[src/rtl/pipeline_ctrl_pkg.sv]
// rtl/pipeline_ctrl_pkg.sv - shared state encoding and default parameters for the pipeline stall controller
package pipeline_ctrl_pkg;

    typedef enum logic [2:0] {
        ST_RUN      = 3'd0,
        ST_FLUSH    = 3'd1,
        ST_MEM_WAIT = 3'd2,
        ST_HALT     = 3'd3
    } ctrl_state_t;

    localparam int DEFAULT_FLUSH_CYCLES = 1;
    localparam int DEFAULT_MAX_WAIT     = 15;

endpackage

[src/rtl/stall_wait_timer.sv]
// rtl/stall_wait_timer.sv - saturating memory-wait counter with timeout compare
module stall_wait_timer
    import pipeline_ctrl_pkg::*;
#(
    parameter int MAX_WAIT = DEFAULT_MAX_WAIT
) (
    input  logic clk,
    input  logic rst,
    input  logic start_i,
    input  logic count_i,
    output logic expired_o
);

    localparam int W = $clog2(MAX_WAIT + 2);
    localparam logic [W-1:0] SAT   = W'(MAX_WAIT + 1);
    localparam logic [W-1:0] LIMIT = W'(MAX_WAIT);

    logic [W-1:0] cnt_q, cnt_d;

    // Wait count register; clears whenever the controller is neither starting nor counting
    always_ff @(posedge clk) begin
        if (rst) cnt_q <= '0;
        else     cnt_q <= cnt_d;
    end

    // Load 1 on the first busy cycle, then count up and stick at MAX_WAIT+1
    always_comb begin
        cnt_d = '0;
        if (start_i)
            cnt_d = W'(1);
        else if (count_i)
            cnt_d = (cnt_q == SAT) ? SAT : cnt_q + W'(1);
    end

    // Another busy cycle while already at MAX_WAIT makes the run longer than allowed
    assign expired_o = count_i && (cnt_q >= LIMIT);

endmodule

[src/rtl/pipeline_stall_controller.sv]
// rtl/pipeline_stall_controller.sv - pipeline stall/flush/bubble sequencer; STALL_PERF_COUNTERS_EN adds stall/flush cycle counters
module pipeline_stall_controller
    import pipeline_ctrl_pkg::*;
#(
    parameter int FLUSH_CYCLES = DEFAULT_FLUSH_CYCLES,
    parameter int MAX_WAIT     = DEFAULT_MAX_WAIT
) (
    input  logic       clk,
    input  logic       rst,
    input  logic       loadUseHazard,
    input  logic       branchTaken,
    input  logic       memBusy,
    input  logic       haltReq,
    input  logic       resumeReq,
    output logic       pcWrite,
    output logic       ifIdWrite,
    output logic       ifIdFlush,
    output logic       idExBubble,
    output logic       exMemWrite,
    output logic       memWbBubble,
    output logic [2:0] ctrlState,
    output logic       timeout
`ifdef STALL_PERF_COUNTERS_EN
    ,
    output logic [31:0] stallCycles,
    output logic [31:0] flushCycles
`endif
);

    localparam logic [2:0] FLUSH_LOAD   = 3'(FLUSH_CYCLES);
    localparam logic [2:0] FLUSH_RELOAD = 3'(FLUSH_CYCLES - 1);

    ctrl_state_t state_q, state_d;
    logic [2:0]  flush_cnt_q, flush_cnt_d;
    logic        pending_branch_q, pending_branch_d;
    logic        timeout_q, timeout_d;
    logic        tmr_start, tmr_count, tmr_expired;

    stall_wait_timer #(.MAX_WAIT(MAX_WAIT)) u_wait_timer (
        .clk       (clk),
        .rst       (rst),
        .start_i   (tmr_start),
        .count_i   (tmr_count),
        .expired_o (tmr_expired)
    );

    // Control state registers
    always_ff @(posedge clk) begin
        if (rst) begin
            state_q          <= ST_RUN;
            flush_cnt_q      <= '0;
            pending_branch_q <= 1'b0;
            timeout_q        <= 1'b0;
        end else begin
            state_q          <= state_d;
            flush_cnt_q      <= flush_cnt_d;
            pending_branch_q <= pending_branch_d;
            timeout_q        <= timeout_d;
        end
    end

    // Next-state and Mealy outputs; reset holds the RUN defaults
    always_comb begin
        state_d          = state_q;
        flush_cnt_d      = flush_cnt_q;
        pending_branch_d = pending_branch_q;
        timeout_d        = timeout_q;
        tmr_start        = 1'b0;
        tmr_count        = 1'b0;
        pcWrite          = 1'b1;
        ifIdWrite        = 1'b1;
        ifIdFlush        = 1'b0;
        idExBubble       = 1'b0;
        exMemWrite       = 1'b1;
        memWbBubble      = 1'b0;
        if (!rst) begin
            unique case (state_q)
                ST_RUN: begin
                    if (memBusy) begin
                        pcWrite     = 1'b0;
                        ifIdWrite   = 1'b0;
                        exMemWrite  = 1'b0;
                        memWbBubble = 1'b1;
                        tmr_start   = 1'b1;
                        state_d     = ST_MEM_WAIT;
                        if (branchTaken) pending_branch_d = 1'b1;
                    end else if (branchTaken) begin
                        ifIdFlush  = 1'b1;
                        idExBubble = 1'b1;
                        if (FLUSH_RELOAD != 3'd0) begin
                            state_d     = ST_FLUSH;
                            flush_cnt_d = FLUSH_RELOAD;
                        end
                    end else if (loadUseHazard) begin
                        pcWrite    = 1'b0;
                        ifIdWrite  = 1'b0;
                        idExBubble = 1'b1;
                    end else if (haltReq) begin
                        state_d = ST_HALT;
                    end
                end
                ST_FLUSH: begin
                    if (memBusy) begin
                        // Freeze takes over; flush_cnt_q is kept as the remaining count
                        pcWrite     = 1'b0;
                        ifIdWrite   = 1'b0;
                        exMemWrite  = 1'b0;
                        memWbBubble = 1'b1;
                        tmr_start   = 1'b1;
                        state_d     = ST_MEM_WAIT;
                        if (branchTaken) pending_branch_d = 1'b1;
                    end else begin
                        ifIdFlush = 1'b1;
                        if (branchTaken) begin
                            idExBubble  = 1'b1;
                            flush_cnt_d = FLUSH_RELOAD;
                            if (FLUSH_RELOAD == 3'd0) state_d = ST_RUN;
                        end else if (flush_cnt_q <= 3'd1) begin
                            flush_cnt_d = '0;
                            state_d     = ST_RUN;
                        end else begin
                            flush_cnt_d = flush_cnt_q - 3'd1;
                        end
                    end
                end
                ST_MEM_WAIT: begin
                    if (memBusy) begin
                        pcWrite     = 1'b0;
                        ifIdWrite   = 1'b0;
                        exMemWrite  = 1'b0;
                        memWbBubble = 1'b1;
                        tmr_count   = 1'b1;
                        if (branchTaken) pending_branch_d = 1'b1;
                        if (tmr_expired) begin
                            timeout_d        = 1'b1;
                            pending_branch_d = 1'b0;
                            state_d          = ST_HALT;
                        end
                    end else if (pending_branch_q || branchTaken) begin
                        // A branch seen during the freeze gets its full flush afterwards
                        pending_branch_d = 1'b0;
                        flush_cnt_d      = FLUSH_LOAD;
                        state_d          = ST_FLUSH;
                    end else if (flush_cnt_q != 3'd0) begin
                        state_d = ST_FLUSH;
                    end else begin
                        state_d = ST_RUN;
                    end
                end
                ST_HALT: begin
                    pcWrite     = 1'b0;
                    ifIdWrite   = 1'b0;
                    exMemWrite  = 1'b0;
                    idExBubble  = 1'b1;
                    memWbBubble = 1'b1;
                    if (resumeReq && !timeout_q) state_d = ST_RUN;
                end
                default: state_d = ST_RUN;
            endcase
        end
    end

    assign ctrlState = state_q;
    assign timeout   = timeout_q;

`ifdef STALL_PERF_COUNTERS_EN
    logic [31:0] stall_cycles_q, flush_cycles_q;

    // Free-running wrap-around counts of stalled-PC and flushing cycles
    always_ff @(posedge clk) begin
        if (rst) begin
            stall_cycles_q <= '0;
            flush_cycles_q <= '0;
        end else begin
            if (!pcWrite)  stall_cycles_q <= stall_cycles_q + 32'd1;
            if (ifIdFlush) flush_cycles_q <= flush_cycles_q + 32'd1;
        end
    end

    assign stallCycles = stall_cycles_q;
    assign flushCycles = flush_cycles_q;
`endif

endmodule

[config.mk]
export PLATFORM = sky130hd
export DESIGN_NAME = pipeline_stall_controller
export DESIGN_NICKNAME = d
export VERILOG_FILES = /design/src/rtl/pipeline_ctrl_pkg.sv /design/src/rtl/stall_wait_timer.sv /design/src/rtl/pipeline_stall_controller.sv
export SDC_FILE = /design/constraint.sdc
export NUM_CORES = 1
export LEC_CHECK = 0
export CORE_ASPECT_RATIO = 1.25
export CORE_MARGIN = 4
export CORE_UTILIZATION = 54
export DETAILED_ROUTE_END_ITERATION = 16
export HOLD_SLACK_MARGIN = 0.08
export PLACE_DENSITY = 0.86
export SLEW_MARGIN = 30
export SYNTH_ARGS = -nofsm -noshare
export SYNTH_HDL_FRONTEND = slang
export SYNTH_SLANG_ARGS = --single-unit
[constraint.sdc]
create_clock -name clk -period 5.44 [get_ports clk]
set_input_delay 0.816 -clock clk [delete_from_list [all_inputs] [get_ports clk]]
set_output_delay 0.816 -clock clk [all_outputs]
set_load 0.01 [all_outputs]
Word level (Yosys, flattened, before mapping). Cells that the tools add are included.

Flip-flop bits (word level): 13. Output and inout port bits: 10.

$add $sub $neg: 2. Order comparisons: 2. Eq/ne operators: 15. Multiplexer cells: 52. Bitwise gates (word level): 1. Reduce and logical (&&, ||, !) cells: 17.

Operator list (number): two-way mux 3 bit (15); two-way mux 1 bit (28); inequality test 3 bit, second input constant (5); one-hot mux 3 bit (4 select lines) (1); inequality test 2 bit, second input constant (4); one-hot mux 1 bit (2 select lines) (4); == test 3 x 2 -> 1 bit, second input constant (2); one-hot mux 1 bit (3 select lines) (2); one-hot mux 3 bit (2 select lines) (1); AND reduction 3 bit (2); AND reduction 6 bit (1); OR reduction 3 bit (2); adder 5 x 1 -> 5 bit, second input constant (1); == test 5 bit, second input constant (1); >= comparator 5 x 4 -> 1 bit, second input constant (1); two-way mux 5 bit (1); inequality test 4 bit, second input constant (1); AND reduction 4 bit (1); nonzero test 2 bit (2); OR reduction 2 bit (2); OR reduction 4 bit (1); == test 3 x 1 -> 1 bit, second input constant (1); less-or-equal comparator 3 x 1 -> 1 bit, second input constant (1); zero test 3 bit (1); 7 further kinds (8).

Logic depth before layout (Yosys ltp). Gate-level depths: netlist of the first run.

Depth in word-level cells: 7. Gate-level depth with buffers: 7. Gate-level depth less buffers: 7.

By module. From an unflattened synthesis of the first run, not the netlist that was laid out.

Cell total of the unflattened synthesis: 115. Area total of the unflattened synthesis: 959.7 µm².

Modules (own cells, without submodules): pipeline_stall_controller (instances 1, cells each 86, area each 674.4 µm²); stall_wait_timer (instances 1, cells each 29, area each 285.3 µm²).

Worst setup path before layout of the first run. Ideal clock, no wire load.

Path type: input -> output. Start point: in memBusy. End point: out exMemWrite. Data arrival time: 1.539 ns. Required time: 4.624 ns. Slack: 3.085 ns. Cell stages on the path: 4. Buffers on the path: 1. Path through: clkbuf_1 > a21oi_1 > nor2_1 > o21ai_0.

Longest elaborated chain between the ends: 3.

Ends and longest elaborated chain: from (decl) (line pipeline_stall_controller.sv:12) `input logic memBusy,`; two-way mux 1 bit (line pipeline_stall_controller.sv:79, pipeline_stall_controller.sv:103, pipeline_stall_controller.sv:127); one-hot mux 1 bit (2 select lines) (line pipeline_stall_controller.sv:77) `unique case (state_q)`; two-way mux 1 bit (line pipeline_stall_controller.sv:76) `if (!rst) begin`; to (decl) (line pipeline_stall_controller.sv:19) `output logic exMemWrite,`.

No other way between the ends.

Worst setup path after layout of the first run.
Start point: in branchTaken. End point: out idExBubble.

Longest elaborated chain between the ends: 4. Elaborated cells on any way between the ends: 6.

Ends and longest elaborated chain: from (decl) (line pipeline_stall_controller.sv:11) `input logic branchTaken,`; two-way mux 1 bit, on equally long branches (line pipeline_stall_controller.sv:114, pipeline_stall_controller.sv:87); two-way mux 1 bit; one-hot mux 1 bit (3 select lines) * (line pipeline_stall_controller.sv:77); two-way mux 1 bit * (line pipeline_stall_controller.sv:76); to (decl) (line pipeline_stall_controller.sv:18) `output logic idExBubble,`.

Every way passes the cells marked *; elsewhere a longest branch is shown, timed or not.

==> results of run 1 <==
state kept, by name, summed over array words and instances, names as in the netlist:
register            count
flush_cnt_q             3
ctrlState               2
timeout                 1
u_wait_timer.cnt_q      5
pending_branch_q        1
critical path: stages:
cell and delay (ns):
clkdlybuf4s50_1 0.63, o21ai_0 0.14, a21oi_1 0.16, nor2_1 0.07
nor3_1 0.12, clkdlybuf4s50_1 0.56
routing by layer:
layer  vias up  track usage, %  part of all wire, %
met1       388           20.76                   44
met5         -               0                    0
li1        424               -                    -
met4         0           10.05                  3.1
met2        20           32.06                   48
met3         7           3.010                  5.2
cell usage after synthesis, types with 3 or more instances:
master / n / area (sq um)
ha_1: 12 / 150.1
and3_1: 4 / 25.02
o21ai_0: 4 / 20.02
dfxtp_1: 12 / 240.2
nand2b_1: 4 / 25.02
inv_1: 10 / 37.54
nor3_1: 4 / 20.02
clkbuf_1: 3 / 11.26
or4_1: 3 / 22.52
nand2_1: 6 / 22.52
a21oi_1: 8 / 40.04
nor2_1: 14 / 52.55
logic make-up after synthesis:
family / after synthesis / synth area share (%)
simple gates: 45 / 25.76
flops: 12 / 26.45
mux: 2 / 2.204
xor+xnor: 2 / 1.929
other cells: 1 / 0.4128
fa+ha+maj: 12 / 16.53
compound gates: 25 / 18.46
buf+inv: 16 / 8.264
layout make-up:
type / count / share of cell area (%)
Multi-Input combinational cell: 87 / 54.92
Sequential cell: 12 / 22.25
Timing Repair Buffer: 15 / 13.90
Inverter: 10 / 3.476
Clock buffer: 4 / 3.360
Tap cell: 18 / 2.086
where the power goes:
part / switching [mW] / total, mW / internal, mW
clock: 0.0327 / 0.0735 / 0.0408
combinational: 0.113 / 0.207 / 0.0947
sequential: 0.0169 / 0.118 / 0.101
cells in the final DEF (no fill, tap or decap), types with 3 or more instances in the layout:
cell type	Yosys	routed
a21oi_1	8	8
nor2_1	14	14
nand2_1	6	6
o21ai_0	4	4
nand2b_1	4	4
inv_1	10	10
nor3_1	4	4
and3_1	4	4
ha_1	12	12
or4_1	3	3
dfxtp_1	12	12
clkbuf_4	0	3
clkdlybuf4s50_1	0	15
worst paths after layout:
kind	end	cells after the start	from	slack [ns]
worst max-delay path	idExBubble	6	branchTaken	2.13
worst min-delay path	flush_cnt_q[1]	2	flush_cnt_q[1]	0.47
worst max register to register	flush_cnt_q[2]	6	ctrlState[0]	3.25
worst min register to register	flush_cnt_q[1]	2	flush_cnt_q[1]	0.47
stage by stage:
stage               util (%)  power (mW)  std cells  hold slack (ns)  instance area (sq um)
finish                 68.28      0.3994        146           0.4726                   1080
global route           68.28      0.4282        146           0.4907                   1080
CTS                    68.28      0.4003        146           0.4730                   1080
detailed placement     65.98      0.3257        142           0.4617                   1044
global placement       65.98      0.3183        142           0.4607                   1044
floorplan                  -      0.2589        115           0.4445                  908.4
==> flow_metrics.py, run 1 <==
metrics = {
    "timing": {
        "worst_pin_slew_ns": 0.5603,
        "drv_slew": 0,
        "rsz0062_at_grt": "false",
        "layout_setup_ws_ns": 2.127,
        "fmax_mhz": 301.9,
        "fin_crit_sh_pct": 60.90,
        "tns_ns": 0,
        "finalSetupViolCount": 0,
        "fin_skew_ns": 0.006691,
        "hold_viol": 0,
        "max_slew_margin_pct": 62.53,
        "period_minus_slack_ns": 3.313,
    },
    "global_route": {
        "grt_max_degree": 17,
        "antenna_found_initial": 0,
        "gr-total-overflow": 0,
        "grt_pass1_wl_mm": 3.249,
        "grt_pass1_vias": 753,
        "grt_util_all_layers_pct": 18.33,
    },
    "routing": {
        "drc_errors": 0,
        "dr_total_vias": 839,
        "routedWlPerCell_microns": 13.42,
        "viasPerCell": 5.747,
        "first_pass_iters": 4,
        "drtIter0Drc": 8,
        "routed_wl_mm": 1.960,
        "ant_nets": 0,
    },
    "final_layout": {
        "diodes": 0,
        "fin_nets": 148,
        "fillCellCount": 147,
        "multiInputGateArea_sq_um": 593.1,
        "seqCellArea_sq_um": 240.2,
        "drive_gt1_share_pct": 3.906,
        "syn2layout_area_growth_pct": 18.87,
    },
    "floorplan": {
        "die_x_microns": 44.69,
        "dieArea_sq_um": 2407,
        "core_sq_um": 1582,
        "start_util_pct": 57.44,
        "rows": 16,
        "die_h_microns": 53.86,
        "pin_count": 17,
    },
    "clock_tree": {
        "postCtsSetupRepairBufs": 0,
        "root_buffer": "clkbuf_4",
        "htree_levels": 1,
        "cts.sinks": 12,
        "hold_buffers": 0,
        "tritoncts": "done",
        "clk_latency_ns": 0.28,
        "post_cts_resized": 0,
        "cts.reportedPaths.clkPinSlew_ns": 0.07,
        "numCtsBuffers": 3,
        "clk_path_buf_depth": 2,
    },
    "logic_synthesis": {
        "avgSynthCellArea_sq_um": 7.899,
        "netlist_instances": 115,
        "synth_edf_count": 0,
        "ys_ff_latch": 12,
        "yosys_warnings": 0,
        "ys_async_sr_fraction_pct": 0,
        "syn_nets": 134,
        "ys.flop_type": "dfxtp_1",
        "synth_seq_area_share_pct": 26.45,
        "netlist_area_sq_um": 908.4,
        "synth_cell_types": 37,
    },
    "worst_setup_path": {
        "cp_data_required_time_ns": 4.62,
        "crit_type": "in2out",
        "cp_max_fo": 9,
        "end_kind": "output pin",
        "arrival_ns": 2.50,
        "start_kind": "primary input",
    },
    "placement": {
        "pre_cts_ws_ns": 2.123,
        "dp_hpwl_mm": 1.460,
        "io_buffers": 15,
        "place.gp.congestion": 0.7834,
    },
    "power_and_ir_drop": {
        "leakage_nw": 0.4404,
        "power_density_nw_per_um2": 369.8,
        "vdd_ir_drop_max_mv": 0.1864,
    },
    "job": {
        "cap_viol_max_count": 0,
    },
    "hold_path": {
        "holdCritPathClass": "reg2reg",
    },
    "status": {
        "status": "completed",
    },
}
Note: power is estimated with default switching activity, not from simulation.
==> run 2, diff against run 1 <==
--- a/config.mk
+++ b/config.mk
@@ -7,10 +7,10 @@
 export LEC_CHECK = 0
 export CORE_ASPECT_RATIO = 1.25
 export CORE_MARGIN = 4
-export CORE_UTILIZATION = 54
+export CORE_UTILIZATION = 50
 export DETAILED_ROUTE_END_ITERATION = 16
 export HOLD_SLACK_MARGIN = 0.08
-export PLACE_DENSITY = 0.86
+export PLACE_DENSITY = 0.81
 export SLEW_MARGIN = 30
 export SYNTH_ARGS = -nofsm -noshare
 export SYNTH_HDL_FRONTEND = slang
==> constraint.sdc (replaced) <==
create_clock -name clk -period 3.31 [get_ports clk]
set_input_delay 0.4965 -clock clk [delete_from_list [all_inputs] [get_ports clk]]
set_output_delay 0.4965 -clock clk [all_outputs]
set_load 0.01 [all_outputs]
==> flow_metrics.py, run 2 (same netlist as run 1, synthesis figures left out) <==
metrics = {
    "timing": {
        "finalSetupViolCount": 0,
        "worst_pin_slew_ns": 0.5401,
        "rsz0062_at_grt": "false",
        "fmax_mhz": 374.4,
        "tns_ns": 0,
        "drv_slew": 0,
        "fin_skew_ns": 0.002161,
        "hold_viol": 0,
        "max_slew_margin_pct": 63.88,
        "period_minus_slack_ns": 2.671,
        "fin_crit_sh_pct": 80.70,
    },
    "routing": {
        "viasPerCell": 5.788,
        "ant_nets": 0,
        "routedWlPerCell_microns": 13.42,
        "routed_wl_mm": 1.959,
        "dr_total_vias": 845,
        "first_pass_iters": 4,
        "drtIter0Drc": 14,
        "drc_errors": 0,
    },
    "status": {
        "status": "completed",
    },
    "floorplan": {
        "core_sq_um": 1642,
        "dieArea_sq_um": 2567,
        "rows": 16,
        "start_util_pct": 55.34,
        "pin_count": 17,
        "die_x_microns": 46.13,
        "die_h_microns": 55.66,
    },
    "final_layout": {
        "utilization_pct": 65.78,
        "diodes": 0,
        "layout_common_cells": "15 x clkdlybuf4s50_1, 14 x nor2_1, 12 x ha_1, 12 x dfxtp_1, 10 x inv_1",
        "syn2layout_area_growth_pct": 18.87,
        "largest-register": "u_wait_timer.cnt_q",
        "largest_register_ffs": 5,
        "fin_nets": 148,
        "drive_gt1_share_pct": 3.906,
        "final_common_cell": "clkdlybuf4s50_1",
    },
    "worst_setup_path": {
        "end_kind": "output pin",
        "cp_max_fo": 9,
        "crit_type": "in2out",
        "start_kind": "primary input",
        "arrival_ns": 2.17,
        "cp_data_required_time_ns": 2.81,
    },
    "clock_tree": {
        "postCtsSetupRepairBufs": 0,
        "root_buffer": "clkbuf_4",
        "tritoncts": "done",
        "clk_latency_ns": 0.27,
        "numCtsBuffers": 3,
        "clk_path_buf_depth": 2,
        "cts.sinks": 12,
        "htree_levels": 1,
        "hold_buffers": 0,
        "post_cts_resized": 0,
        "cts.reportedPaths.clkPinSlew_ns": 0.07,
    },
    "placement": {
        "io_buffers": 15,
        "place.gp.congestion": 0.8227,
        "dp_hpwl_mm": 1.481,
    },
    "global_route": {
        "grt_max_degree": 17,
        "grt_util_all_layers_pct": 17.73,
        "grt_pass1_vias": 830,
        "grt_pass1_wl_mm": 3.463,
        "gr-total-overflow": 0,
        "antenna_found_initial": 0,
    },
    "power_and_ir_drop": {
        "swShare_pct": 39.50,
        "pwr-share-clk_pct": 17.9,
        "power_density_nw_per_um2": 593.8,
        "seq_power_share_pct": 30.3,
        "vdd_ir_drop_max_mv": 0.3356,
        "combPwrFrac_pct": 51.8,
        "netSwitchingPower_mw": 0.2533,
        "power.internal_mw": 0.3879,
        "leakage_nw": 0.4404,
    },
    "hold_path": {
        "holdCritPathClass": "reg2reg",
    },
    "job": {
        "cap_viol_max_count": 0,
    },
}
## run 2: layout make-up
class / instances / area (sq um)
multi-input cells: 87 / 593.1
inverters: 10 / 37.54
repair buffers: 15 / 150.1
well taps: 18 / 22.52
flip-flops and latches: 12 / 240.2
clock buffers: 4 / 36.28
fillers: 141 / 561.8
## run 2: final timing paths
path / start / end / slack, ns / cells after the start
worst min register to register: flush_cnt_q[1] / flush_cnt_q[1] / 0.47 / 2
worst min-delay path: flush_cnt_q[1] / flush_cnt_q[1] / 0.47 / 2
worst max-delay path: branchTaken / idExBubble / 0.64 / 6
worst max register to register: ctrlState[0] / flush_cnt_q[2] / 1.15 / 6
## run 2: critical path: stages
cell and delay, ns:
clkdlybuf4s50_1 0.63, o21ai_0 0.14, a21oi_1 0.17, nor2_1 0.06, nor3_1 0.12, clkdlybuf4s50_1 0.56
## run 2: metrics by stage
step	power [mW]	worst slack, ns	instance area, sq um	hold WS (ns)	std cells
detailed placement	0.5309	0.6376	1044	0.4627	142
global placement	0.5220	0.6812	1044	0.4581	142
finish	0.6412	0.6388	1080	0.4681	146
CTS	0.6472	0.6350	1080	0.4733	146
global route	0.7015	0.5005	1080	0.5147	146
floorplan	0.4254	1.516	908.4	0.4445	115
## run 2: power groups by stage
stage	logic, mW	registers (mW)	clock network, mW
global route	0.379	0.199	0.124
CTS	0.335	0.195	0.117
global placement	0.326	0.196	0
detailed placement	0.333	0.198	0
floorplan	0.228	0.198	0
finish	0.332	0.194	0.115
## run 2: metal layers
metal / wire, microns / up-vias / GRT usage [%]
li1: - / 422 / -
met5: 0 / - / 0
met3: 133 / 2 / 3.236
met4: 18 / 0 / 8.130
met1: 785 / 396 / 20.20
met2: 1021 / 25 / 30.12
==> run 3, diff against run 2 <==
==> constraint.sdc (replaced) <==
create_clock -name clk -period 2.6 [get_ports clk]
set_input_delay 0.39 -clock clk [delete_from_list [all_inputs] [get_ports clk]]
set_output_delay 0.39 -clock clk [all_outputs]
set_load 0.01 [all_outputs]
==> flow_metrics.py, run 3 (same netlist as run 1, synthesis figures left out) <==
metrics = {
    "timing": {
        "period_minus_slack_ns": 2.499,
        "fin_skew_ns": 0.002331,
        "whs_ns": 0.4716,
        "fmax_mhz": 400.1,
        "tns_ns": 0,
        "layout_setup_ws_ns": 0.1007,
        "hold_viol": 0,
        "drv_slew": 0,
        "fin_crit_sh_pct": 96.13,
        "finalSetupViolCount": 0,
    },
    "worst_setup_path": {
        "r2r_slack_ns": 0.41,
        "start_kind": "flip-flop",
        "crit_type": "reg2out",
        "cp_max_fo": 7,
        "cp_slowest_cell": "clkdlybuf4s50_1",
        "end_kind": "output pin",
        "cp_data_required_time_ns": 2.21,
        "path_cells": "inv_1, ha_2, nand2_1, a21oi_1, nor2_1, nor3_1, clkdlybuf4s50_1",
        "slowest_delay_ns": 0.57,
        "arrival_ns": 2.11,
    },
    "routing": {
        "dr_total_vias": 875,
        "ant_nets": 0,
        "routed_wl_mm": 2.088,
        "drtIter0Drc": 18,
        "viasPerCell": 5.912,
        "routedWlPerCell_microns": 14.11,
        "first_pass_iters": 4,
        "drc_errors": 0,
    },
    "final_layout": {
        "diodes": 0,
        "syn2layout_area_growth_pct": 21.49,
        "drive_gt1_share_pct": 6.923,
        "fin_nets": 151,
        "largest_register_ffs": 5,
        "fin_area_sq_um": 1104,
        "layoutNonFillerInstCount": 148,
        "largest-register": "u_wait_timer.cnt_q",
        "layout_common_cells": "15 x clkdlybuf4s50_1, 14 x nor2_1, 12 x dfxtp_1",
        "utilization_pct": 67.23,
        "final_common_cell": "clkdlybuf4s50_1",
    },
    "placement": {
        "pre_cts_ws_ns": 0.1970,
        "place_area_sq_um": 1066,
        "io_buffers": 15,
        "place_inst": 145,
        "dp_hpwl_mm": 1.582,
        "place.gp.congestion": 0.7720,
    },
    "global_route": {
        "antenna_found_initial": 0,
        "grt_max_degree": 14,
        "gr-total-overflow": 0,
        "grt_util_all_layers_pct": 17.01,
        "grt_pass1_wl_mm": 3.339,
        "grt_pass1_vias": 853,
    },
    "clock_tree": {
        "root_buffer": "clkbuf_4",
        "cts.sinks": 12,
        "numCtsBuffers": 3,
        "htree_levels": 1,
        "hold_buffers": 0,
        "tritoncts": "done",
        "clk_latency_ns": 0.27,
        "clk_path_buf_depth": 2,
        "post_cts_resized": 0,
        "cts.reportedPaths.clkPinSlew_ns": 0.07,
        "postCtsSetupRepairBufs": 0,
    },
    "floorplan": {
        "dieArea_sq_um": 2567,
        "pin_count": 17,
        "die_h_microns": 55.66,
        "start_util_pct": 55.34,
        "core_sq_um": 1642,
        "die_x_microns": 46.13,
        "rows": 16,
    },
    "hold_path": {
        "holdCritPathClass": "reg2reg",
    },
    "job": {
        "cap_viol_max_count": 0,
    },
    "power_and_ir_drop": {
        "power_mw": 0.8223,
        "power_density_nw_per_um2": 745.2,
        "leakage_nw": 0.4471,
        "vdd_ir_drop_max_mv": 0.4276,
    },
    "status": {
        "status": "completed",
    },
}
==> run 3: changes by cell type in the layout (fill, tap and decap cells not counted) <==
cell,delta
buf_4,+3
clkbuf_8,-1
ha_1,-2
ha_2,+1
ha_4,+1
==> run 3: area by class of cell <==
type,count,area [sq um]
Inverter,10,37.54
Sequential cell,12,240.2
Multi-Input combinational cell,87,608.1
Tap cell,18,22.52
Clock buffer,3,22.52
Fill cell,140,538.0
Timing Repair Buffer,18,172.7
==> run 3: final timing paths <==
kind	from	cells after the start	to
worst min-delay path	flush_cnt_q[1]	2	flush_cnt_q[1]
worst max-delay path	ctrlState[1]	7	idExBubble
worst min register to register	flush_cnt_q[1]	2	flush_cnt_q[1]
worst max register to register	ctrlState[0]	6	flush_cnt_q[2]
==> run 3: worst max-delay path, delay by kind of cell (launching register included) <==
kind                       cells  cell delay [ns]
adders and majority gates      1             0.28
AOI/OAI and AO/OA              1             0.15
and+or+nand+nor                3             0.31
buffers and inverters          2             0.72
DFF                            1             0.38
==> run 3: report_power, final <==
| part | switching [mW] | total, mW | internal [mW] |
|---|---|---|---|
| combinational | 0.241 | 0.457 | 0.216 |
| clock | 0.0613 | 0.115 | 0.0537 |
| sequential | 0.0378 | 0.250 | 0.212 |
| total | 0.340 | 0.822 | 0.482 |
==> run 3: routing by layer <==
layer	up-vias	GRT usage [%]	part of all wire [%]
met4	0	10.57	2.3
met2	34	28.15	53
met1	406	18.90	38
met3	7	2.913	6.6
li1	428	-	-
met5	-	0	0
